File: config.mk
export PLATFORM = sky130hd
export DESIGN_NAME = fetch_ctrl_flat
export DESIGN_NICKNAME = d
export VERILOG_FILES = /design/src/rtl/fetch_ctrl_if.sv /design/src/rtl/fetch_ctrl.sv /design/src/flat_wrapper.sv
export SDC_FILE = /design/constraint.sdc
export NUM_CORES = 1
export LEC_CHECK = 0
export CELL_PAD_IN_SITES_DETAIL_PLACEMENT = 0
export CELL_PAD_IN_SITES_GLOBAL_PLACEMENT = 2
export CORE_MARGIN = 3
export CORE_UTILIZATION = 32
export DETAILED_ROUTE_END_ITERATION = 8
export PLACE_DENSITY = 0.92
export SETUP_SLACK_MARGIN = 0.5
export SLEW_MARGIN = 30
export SYNTH_ARGS = -nofsm -noshare
export SYNTH_HDL_FRONTEND = slang
export SYNTH_SLANG_ARGS = --single-unit
File: constraint.sdc
create_clock -name clk -period 4 [get_ports clk]
set_input_delay 0.4 -clock clk [delete_from_list [all_inputs] [get_ports clk]]
set_output_delay 0.4 -clock clk [all_outputs]
set_load 0.01 [all_outputs]
File: src/rtl/fetch_ctrl_if.sv
// Bus bundle between the fetch controller and its surroundings.
//   master : the fetch controller (drives the imem request and the decode-side outputs)
//   slave  : the environment (instruction memory, decode stage, execute redirect)
// Handshakes: imem request completes on imem_req && imem_gnt; decode transfer
// completes on InstrValid && InstrReady; imem_rvalid carries no back-pressure.
interface fetch_ctrl_if #(
    parameter int DATA_WIDTH    = 32,
    parameter int ADDRESS_WIDTH = 32
);
    logic                     Redirect;
    logic [ADDRESS_WIDTH-1:0] RedirectPC;
    logic                     imem_req;
    logic [ADDRESS_WIDTH-1:0] imem_addr;
    logic                     imem_gnt;
    logic                     imem_rvalid;
    logic [DATA_WIDTH-1:0]    imem_rdata;
    logic                     InstrValid;
    logic [DATA_WIDTH-1:0]    Instr;
    logic [ADDRESS_WIDTH-1:0] InstrPC;
    logic [DATA_WIDTH-1:0]    PCPlus4;
    logic                     InstrReady;

    modport master (
        input  Redirect, RedirectPC, imem_gnt, imem_rvalid, imem_rdata, InstrReady,
        output imem_req, imem_addr, InstrValid, Instr, InstrPC, PCPlus4
    );

    modport slave (
        output Redirect, RedirectPC, imem_gnt, imem_rvalid, imem_rdata, InstrReady,
        input  imem_req, imem_addr, InstrValid, Instr, InstrPC, PCPlus4
    );
endinterface

File: src/rtl/fetch_ctrl.sv
// Instruction fetch controller: owns the PC, issues requests to a variable-latency
// instruction memory and buffers returned words in an in-order FIFO toward decode.
// A redirect flushes the buffer and marks every outstanding response as stale.
//
// Handshake semantics (all transfers happen at the rising clock edge):
//   imem request : accepted when imem_req && imem_gnt; imem_addr holds while req && !gnt.
//   imem response: imem_rvalid is unconditional, one per grant, in grant order.
//   decode       : head word moves when InstrValid && InstrReady; InstrValid never
//                  depends on InstrReady.
//
// Optional build macro: FETCH_PERF_EN adds the FetchBubbles / RedirectCount counters.
module fetch_ctrl #(
    parameter int                       DATA_WIDTH    = 32,
    parameter int                       ADDRESS_WIDTH = 32,
    parameter logic [ADDRESS_WIDTH-1:0] RESET_PC      = '0,
    parameter int                       FIFO_DEPTH    = 2
) (
    input  logic                clk,
    input  logic                rst,
    fetch_ctrl_if.master        bus
`ifdef FETCH_PERF_EN
    ,
    output logic [31:0]         FetchBubbles,
    output logic [31:0]         RedirectCount
`endif
);
    localparam int PW = $clog2(FIFO_DEPTH);
    localparam int CW = PW + 1;

    typedef logic [CW-1:0] cnt_t;
    typedef logic [PW-1:0] ptr_t;

    localparam cnt_t DEPTH_C = cnt_t'(FIFO_DEPTH);

    // Fetch state
    logic [ADDRESS_WIDTH-1:0] pc;
    ptr_t                     wr_ptr;       // next entry to allocate at grant
    ptr_t                     fill_ptr;     // oldest allocated entry still awaiting data
    ptr_t                     rd_ptr;       // FIFO head toward decode
    cnt_t                     alloc_cnt;    // allocated entries (filled or not)
    cnt_t                     inflight_cnt; // granted responses not yet returned
    cnt_t                     drop_cnt;     // outstanding responses known to be stale
    logic [FIFO_DEPTH-1:0]    filled;

    logic [ADDRESS_WIDTH-1:0] pc_mem   [FIFO_DEPTH];
    logic [DATA_WIDTH-1:0]    data_mem [FIFO_DEPTH];

    // Cycle events
    logic                     req;
    logic                     grant;
    logic                     rsp;
    logic                     rsp_drop;
    logic                     fill;
    logic                     head_valid;
    logic                     pop;
    logic [ADDRESS_WIDTH-1:0] redirect_pc;
    logic [ADDRESS_WIDTH-1:0] head_pc;

    // Request depends only on registered counters plus rst/Redirect.
    assign req         = !rst && !bus.Redirect && (alloc_cnt < DEPTH_C) && (inflight_cnt < DEPTH_C);
    assign grant       = req && bus.imem_gnt;
    // A response with nothing outstanding (e.g. left over from before reset) is ignored.
    assign rsp         = bus.imem_rvalid && (inflight_cnt != '0);
    assign rsp_drop    = rsp && (drop_cnt != '0);
    // A response landing in a redirect cycle belongs to the old stream and is discarded.
    assign fill        = rsp && (drop_cnt == '0) && !bus.Redirect;
    assign head_valid  = !rst && !bus.Redirect && (alloc_cnt != '0) && filled[rd_ptr];
    assign pop         = head_valid && bus.InstrReady;
    assign redirect_pc = bus.RedirectPC & ~ADDRESS_WIDTH'(3);
    assign head_pc     = pc_mem[rd_ptr];

    assign bus.imem_req   = req;
    assign bus.imem_addr  = pc;
    assign bus.InstrValid = head_valid;
    assign bus.Instr      = data_mem[rd_ptr];
    assign bus.InstrPC    = head_pc;
    assign bus.PCPlus4    = DATA_WIDTH'(head_pc + ADDRESS_WIDTH'(4));

    // Control: PC, FIFO pointers, fill flags and the inflight/drop bookkeeping.
    always_ff @(posedge clk) begin
        if (rst) begin
            pc           <= RESET_PC;
            wr_ptr       <= '0;
            fill_ptr     <= '0;
            rd_ptr       <= '0;
            alloc_cnt    <= '0;
            inflight_cnt <= '0;
            drop_cnt     <= '0;
            filled       <= '0;
        end else if (bus.Redirect) begin
            // Every response still outstanding now belongs to the abandoned stream.
            pc           <= redirect_pc;
            wr_ptr       <= '0;
            fill_ptr     <= '0;
            rd_ptr       <= '0;
            alloc_cnt    <= '0;
            inflight_cnt <= inflight_cnt - cnt_t'(rsp);
            drop_cnt     <= inflight_cnt - cnt_t'(rsp);
            filled       <= '0;
        end else begin
            if (grant) begin
                pc             <= pc + ADDRESS_WIDTH'(4);
                wr_ptr         <= wr_ptr + ptr_t'(1);
                filled[wr_ptr] <= 1'b0;
            end
            if (fill) begin
                fill_ptr         <= fill_ptr + ptr_t'(1);
                filled[fill_ptr] <= 1'b1;
            end
            if (pop) begin
                rd_ptr <= rd_ptr + ptr_t'(1);
            end
            alloc_cnt    <= alloc_cnt + cnt_t'(grant) - cnt_t'(pop);
            inflight_cnt <= inflight_cnt + cnt_t'(grant) - cnt_t'(rsp);
            drop_cnt     <= drop_cnt - cnt_t'(rsp_drop);
        end
    end

    // Buffer storage: PC captured at grant, instruction word captured at fill.
    always_ff @(posedge clk) begin
        if (grant) begin
            pc_mem[wr_ptr] <= pc;
        end
        if (fill) begin
            data_mem[fill_ptr] <= bus.imem_rdata;
        end
    end

`ifdef FETCH_PERF_EN
    // Saturating counters of empty decode cycles and redirect cycles.
    always_ff @(posedge clk) begin
        if (rst) begin
            FetchBubbles  <= '0;
            RedirectCount <= '0;
        end else begin
            if (!head_valid && (FetchBubbles != 32'hFFFF_FFFF)) begin
                FetchBubbles <= FetchBubbles + 32'd1;
            end
            if (bus.Redirect && (RedirectCount != 32'hFFFF_FFFF)) begin
                RedirectCount <= RedirectCount + 32'd1;
            end
        end
    end
`endif

endmodule

File: src/flat_wrapper.sv
// flat-port wrapper written by rule: the top's interface ports become plain ports
module fetch_ctrl_flat 
#(
    parameter int                       DATA_WIDTH    = 32,
    parameter int                       ADDRESS_WIDTH = 32,
    parameter logic [ADDRESS_WIDTH-1:0] RESET_PC      = '0,
    parameter int                       FIFO_DEPTH    = 2
)
  (clk, rst, bus_Redirect, bus_RedirectPC, bus_imem_gnt, bus_imem_rvalid, bus_imem_rdata, bus_InstrReady, bus_imem_req, bus_imem_addr, bus_InstrValid, bus_Instr, bus_InstrPC, bus_PCPlus4);
  fetch_ctrl_if #(.DATA_WIDTH(DATA_WIDTH), .ADDRESS_WIDTH(ADDRESS_WIDTH)) bus_i ();
  input  logic clk;
  input  logic rst;
  input wire logic [$bits(bus_i.Redirect)-1:0] bus_Redirect;
  input wire logic [$bits(bus_i.RedirectPC)-1:0] bus_RedirectPC;
  input wire logic [$bits(bus_i.imem_gnt)-1:0] bus_imem_gnt;
  input wire logic [$bits(bus_i.imem_rvalid)-1:0] bus_imem_rvalid;
  input wire logic [$bits(bus_i.imem_rdata)-1:0] bus_imem_rdata;
  input wire logic [$bits(bus_i.InstrReady)-1:0] bus_InstrReady;
  output wire logic [$bits(bus_i.imem_req)-1:0] bus_imem_req;
  output wire logic [$bits(bus_i.imem_addr)-1:0] bus_imem_addr;
  output wire logic [$bits(bus_i.InstrValid)-1:0] bus_InstrValid;
  output wire logic [$bits(bus_i.Instr)-1:0] bus_Instr;
  output wire logic [$bits(bus_i.InstrPC)-1:0] bus_InstrPC;
  output wire logic [$bits(bus_i.PCPlus4)-1:0] bus_PCPlus4;
  assign bus_i.Redirect = bus_Redirect;
  assign bus_i.RedirectPC = bus_RedirectPC;
  assign bus_i.imem_gnt = bus_imem_gnt;
  assign bus_i.imem_rvalid = bus_imem_rvalid;
  assign bus_i.imem_rdata = bus_imem_rdata;
  assign bus_i.InstrReady = bus_InstrReady;
  assign bus_imem_req = bus_i.imem_req;
  assign bus_imem_addr = bus_i.imem_addr;
  assign bus_InstrValid = bus_i.InstrValid;
  assign bus_Instr = bus_i.Instr;
  assign bus_InstrPC = bus_i.InstrPC;
  assign bus_PCPlus4 = bus_i.PCPlus4;
  fetch_ctrl #(.DATA_WIDTH(DATA_WIDTH), .ADDRESS_WIDTH(ADDRESS_WIDTH), .RESET_PC(RESET_PC), .FIFO_DEPTH(FIFO_DEPTH)) u_core (.clk(clk), .rst(rst), .bus(bus_i));
endmodule
==> results.toml <==
[timing]
tightestPinTransition_ns = 0.831
final.setup.tns_ns = 0
hold_violations = 0
maxSlewViolCount = 0
clock_skew_ns = 0.0163
setup_viol = 0
max_freq_mhz = 307
rsz0062_at_grt = "false"
fin_crit_ns = 3.25
fin_crit_sh_pct = 81.4
slew_headroom_pct = 44.4

[synth]
synth_edf_count = 124
yosys.area.top_type = "edfxtp_1"
syn_avg_cell_area_um2 = 12.4
async_flop_share_pct = 0
synth.distinct_cells = 60
syn_area_mm2 = 0.00753
yosysWarningCount = 0
synth_seq_area_share_pct = 60.6
synth_top_area_share_pct = 49.4
synth_cells = 606
ys.flop_type = "edfxtp_1"
synth_commonest_cells = "124 x edfxtp_1, 56 x nand2_1, 49 x mux2_2"
synthTopCellsByArea = "edfxtp_1 49%, dfxtp_1 11%, mux2_2 7.3%"
synth-seq-cells = 166
synth_most_common_cell = "edfxtp_1"

[critical_path]
crit_slowest_cell = "clkdlybuf4s50_1"
r2r_start = "u_core.bus.imem_addr[6]"
critical_path_arrival_ns = 2.85
reg2regPathDepth = 5
slowest_delay_ns = 0.56
r2r_end = "u_core.bus.imem_addr[27]"
worst_setup_path_end_kind = "output pin"
path_class = "reg -> out"
critPathRequiredTime_ns = 3.60
path_cells = "buf_4 -> nand4b_1 -> a221oi_2 -> buf_4 -> nand4_1 -> buf_4 -> nor3_1 -> xnor2_1 -> clkdlybuf4s50_1"
cp-start-kind = "flip-flop"
crit_path_max_fanout = 14
crit_top_cell = "buf_4"
rrSetupSlack_ns = 1.62

[placed_design]
gp_congestion = 0.776
place.detailed.hpwl_mm = 14.6
io_buffers = 191

[clock_tree]
cts_tree = "yes"
clk_pin_slew_ns = 0.06
cts_made_buffers = 17
cts_hold_buf = 0
insertion_delay_ns = 0.42
h-tree-depth = 4
clock_tree.buffer_depth = 2
root_buffer = "clkbuf_16"
clock-sinks = 166

[worst_hold_path]
hold_path_class = "reg -> reg"
worstHoldEndpoint = "u_core.fill_ptr"
min-delay-start = "u_core.fill_ptr"
worstHoldPathCells = 2

[global_route]
grt_max_degree = 45
grt_usage_pct = 15.7
antenna_found_initial = 1
grt_overflow = 0
grt_pass1_wl_mm = 31.2
first_global_vias = 5457

[detailed_routing]
wl_per_cell_um = 17.7
drt_iter0_drc = 313
dr.pass1.iters = 7
viasPerCell = 4.85
drtAntennaViolNets = 0
wirelength_mm = 20.1
drcViolationCount = 0
num_vias = 5496

[run]
maxCapViolations = 0

[floorplan]
start_util_pct = 32.9
dieArea_mm2 = 0.0254
io_pins = 200
die_x_um = 159
fp.dieH_um = 159
num_rows = 55
core_area_mm2 = 0.0229

[power]
irDropWorstVdd_v = 0.000232
p_total_w = 0.00385
power_density_mw_per_mm2 = 368
p_leak_nw = 3.56

[finish]
fillers = 2109
syn2layout_area_growth_pct = 38.9
drive_gt1_share_pct = 14.6
nets = 882

[run_status]
outcome = "finished clean"
## registers in the layout, indices dropped and copies added (netlist names), named ones only
name / flops
u_core.pc_mem: 60
u_core.fill_ptr: 1
u_core.inflight_cnt: 2
u_core.wr_ptr: 1
u_core.rd_ptr: 1
u_core.alloc_cnt: 2
u_core.filled: 2
u_core.data_mem: 64
u_core.bus.imem_addr: 30
u_core.drop_cnt: 2
## timing repair
action	CTS	global route
gates cloned	0	0
gates resized for setup	5	1
setup endpoints to repair	16	1
setup buffers	5	3
pin swaps	2	0
## critical path: cells and delay by family, from the launching register on
| family | cells | cell delay (ns) |
|---|---|---|
| buf+inv | 4 | 1.15 |
| flops | 1 | 0.36 |
| compound gates | 1 | 0.26 |
| xor+xnor | 1 | 0.15 |
| simple gates | 3 | 0.52 |
## worst max path at each step
stage / endpoint / slack, ns / cells after the start
3_5_place_dp: bus_PCPlus4[30] / 0.44 / 9
5_1_grt: bus_PCPlus4[30] / 0.53 / 11
3_3_place_gp: bus_PCPlus4[30] / 0.49 / 9
6_report: bus_PCPlus4[29] / 0.75 / 9
4_1_cts: bus_PCPlus4[31] / 0.63 / 9
2_1_floorplan: bus_PCPlus4[24] / 0.67 / 12
## final cells by class
cell class | instances | area [um^2] | share of cell area (%)
sequential | 166 | 4570 | 43.7
multi-input combinational | 388 | 2750 | 26.2
timing repair buffer | 211 | 2080 | 19.9
clock buffer | 18 | 429 | 4.10
tap | 313 | 392 | 3.74
clock inverter | 14 | 160 | 1.53
inverter | 23 | 87.6 | 0.837
antenna | 1 | 2.50 | 0.0239
## placed cells by master (no fill, tap or decap), types with 21 or more instances in the layout
cell type	Yosys	final
a21oi_1	25	23
mux2_2	49	49
dfxtp_1	42	41
edfxtp_1	124	124
nor2_1	28	26
clkdlybuf4s50_1	0	190
inv_1	22	22
xnor2_1	21	21
nand2_1	56	56
## logic make-up after synthesis
kind of cell    share of synthesized area (%)
other cells                            0.0498
flops                                    60.6
mux                                      9.12
xor+xnor                                 3.72
buf+inv                                  3.57
simple gates                             13.2
fa+ha+maj                               0.831
compound gates                           8.91
## layer usage
layer,global-route usage [%],routed length (um),vias up
li1,-,-,2674
met1,18.8,8280,2661
met2,28.0,10600,138
met3,2.94,932,23
met4,5.93,303,0
met5,0,0,-
## metrics by stage
stage               hold slack, ns  area [um^2]  utilization (%)  setup slack, ns  cells
CTS                          0.456        10400             45.5            0.631   1130
floorplan                    0.436         7550                -            0.667    611
global route                 0.508        10500             45.7            0.526   1134
detailed placement           0.447         9780             42.7            0.436   1093
finish                       0.458        10500             45.7            0.745   1134
global placement             0.442         9780             42.7            0.489   1093
## power breakdown
group,leakage (nW),internal [W],total [W],switching [W]
logic,1.82,0.000169,0.000299,0.000131
registers,1.46,0.00189,0.00193,0.0000445
clock network,0.280,0.000975,0.00162,0.000643
(Power assumes the default switching activity.)
==> edit (same flow settings) <==
`DATA_WIDTH` is set to 32 in 3 places; all go to 16.
--- a/src/rtl/fetch_ctrl_if.sv
+++ b/src/rtl/fetch_ctrl_if.sv
@@ -4,7 +4,7 @@
 // Handshakes: imem request completes on imem_req && imem_gnt; decode transfer
 // completes on InstrValid && InstrReady; imem_rvalid carries no back-pressure.
 interface fetch_ctrl_if #(
-    parameter int DATA_WIDTH    = 32,
+    parameter int DATA_WIDTH    = 16,
     parameter int ADDRESS_WIDTH = 32
 );
     logic                     Redirect;
--- a/src/rtl/fetch_ctrl.sv
+++ b/src/rtl/fetch_ctrl.sv
@@ -10,7 +10,7 @@
 //
 // Optional build macro: FETCH_PERF_EN adds the FetchBubbles / RedirectCount counters.
 module fetch_ctrl #(
-    parameter int                       DATA_WIDTH    = 32,
+    parameter int                       DATA_WIDTH    = 16,
     parameter int                       ADDRESS_WIDTH = 32,
     parameter logic [ADDRESS_WIDTH-1:0] RESET_PC      = '0,
     parameter int                       FIFO_DEPTH    = 2
--- a/src/flat_wrapper.sv
+++ b/src/flat_wrapper.sv
@@ -1,7 +1,7 @@
 // flat-port wrapper written by rule: the top's interface ports become plain ports
 module fetch_ctrl_flat 
 #(
-    parameter int                       DATA_WIDTH    = 32,
+    parameter int                       DATA_WIDTH    = 16,
     parameter int                       ADDRESS_WIDTH = 32,
     parameter logic [ADDRESS_WIDTH-1:0] RESET_PC      = '0,
     parameter int                       FIFO_DEPTH    = 2
Ports: changed (resized bus_Instr, bus_PCPlus4 and bus_imem_rdata); port bits go from 200 to 152. The function was not compared with the original's and may differ.
==> edit against the original RTL <==
- power is 13% lower
- synthesized cell count down 17%
- setup slack improved by 69 ps
- critical endpoint is now bus_PCPlus4[15]
- area after synthesis is 20% lower
- sequential cell count is 32 lower
- routed wire length down 25%
- core utilization down 0.37 points
- final area down 21%
- critical path type unchanged
- non-clock buffer count shrank 62
- largest power group unchanged
==> edit: results (changes against the original RTL) <==
outcome: "completed"
seq-power_mw: 1.57  # -19%
yosys-top-cells-count: "92 x sky130_fd_sc_hd__edfxtp_1, 42 x sky130_fd_sc_hd__dfxtp_1, 40 x sky130_fd_sc_hd__mux2_2"
worst_path_largest_cell_delay_ps: 590  # +30 ps
n_fill_cell: 1630  # -23%
drt_wl_total_um: 15100  # -25%
worst_slew_pin_slew_ps: 839  # +7.62 ps
grt.met2_usage_pct: 24.1  # -3.9 points
synth_enable_flop_cells: 92  # -26%
routed-via-count: 4301  # -22%
finalClockSkew_ps: 13.3  # -3.00 ps
post_layout_nets: 705  # -20%
worstPathArrival_ps: 2790  # -60 ps
cts_post_setup_buffers_inserted: 0  # -5
largest-register: "u_core.pc_mem"
grt_max_degree: 37  # -18%
drt_pre_antenna_iters: 4  # -3
grt_pass1_wl_um: 23200  # -26%
dp.final_hpwl_um: 10900  # -26%
regToRegStartpoint: "u_core.bus.imem_addr[2]"
crit_path_max_delay_family: "flip-flops"
placed_cell_area_mm2: 0.00766  # -22%
largest_register_ff_count: 60  # -6.3%
grt_pass1_vias: 4177  # -23%
leakage_nw: 2.93  # -18%
-- edit: cell count changes in the layout (fill, tap and decap cells not counted), moves of 6 or more --
cell | before | now
sky130_fd_sc_hd__clkdlybuf4s50_1 | 190 | 142
sky130_fd_sc_hd__edfxtp_1 | 124 | 92
sky130_fd_sc_hd__nand2_1 | 56 | 36
sky130_fd_sc_hd__o21a_1 | 0 | 15
sky130_fd_sc_hd__buf_4 | 19 | 6
sky130_fd_sc_hd__a31oi_1 | 14 | 2
sky130_fd_sc_hd__inv_1 | 22 | 31
sky130_fd_sc_hd__mux2_2 | 49 | 40
sky130_fd_sc_hd__o21ai_0 | 17 | 10
sky130_fd_sc_hd__o311ai_0 | 7 | 0
sky130_fd_sc_hd__nand4_1 | 19 | 13
sky130_fd_sc_hd__nand4b_1 | 7 | 1
sky130_fd_sc_hd__o22ai_1 | 1 | 7
sky130_fd_sc_hd__xnor2_1 | 21 | 27
-- edit: cells by family (layout without fill, tap and decap cells) --
| kind of cell | count (synthesis) | after routing | synth area share [%] |
|---|---|---|---|
| flops | 134 | 134 | 59.9 |
| fa+ha+maj | 5 | 5 | 1.04 |
| mux | 50 | 50 | 9.16 |
| simple gates | 144 | 144 | 13.0 |
| xor+xnor | 43 | 43 | 6.26 |
| buf+inv | 58 | 212 | 4.10 |
| other cells | 1 | 7 | 0.0624 |
| compound gates | 65 | 65 | 6.41 |
-- edit: final cells by class --
class	count	share of cell area, %
clock inverters	15	1.87
repair buffers	149	17.8
flip-flops and latches	134	43.7
clock buffers	17	5.16
multi-input cells	313	26.5
diodes	1	0.0303
well taps	229	3.47
inverters	31	1.41
-- edit: metal layers --
metal,up-vias,share of wire [%]
met3,12,5.4
met1,2079,42
li1,2080,-
met2,130,51
met5,-,0
met4,0,1.8
-- edit: worst max-delay path by stage --
stage	startpoint	endpoint	slack [ps]
2_1_floorplan	register	bus_PCPlus4[14]	990
3_3_place_gp	rst	u_core.alloc_cnt[1]	1080
3_5_place_dp	register	bus_PCPlus4[15]	990
4_1_cts	register	bus_PCPlus4[15]	540
5_1_grt	register	bus_PCPlus4[15]	630
6_report	register	bus_PCPlus4[15]	810
-- edit: worst reg2reg max path, cell delays in order, from the launching register on --
cell                      delay, ps
sky130_fd_sc_hd__dfxtp_1        540
sky130_fd_sc_hd__ha_1           260
sky130_fd_sc_hd__nand4_1        240
sky130_fd_sc_hd__or4_4          600
sky130_fd_sc_hd__or3_1          340
sky130_fd_sc_hd__xnor2_1        130
sky130_fd_sc_hd__o21a_1         170
-- edit: per-stage QoR --
stage / total power [mW] / instances / hold WS (ps)
6_report: 3.34 / 889 / 461
5_1_grt: 3.46 / 889 / 499
4_1_cts: 3.38 / 888 / 466
3_5_place_dp: 1.86 / 856 / 458
3_3_place_gp: 1.86 / 856 / 454
2_1_floorplan: 1.70 / 505 / 440
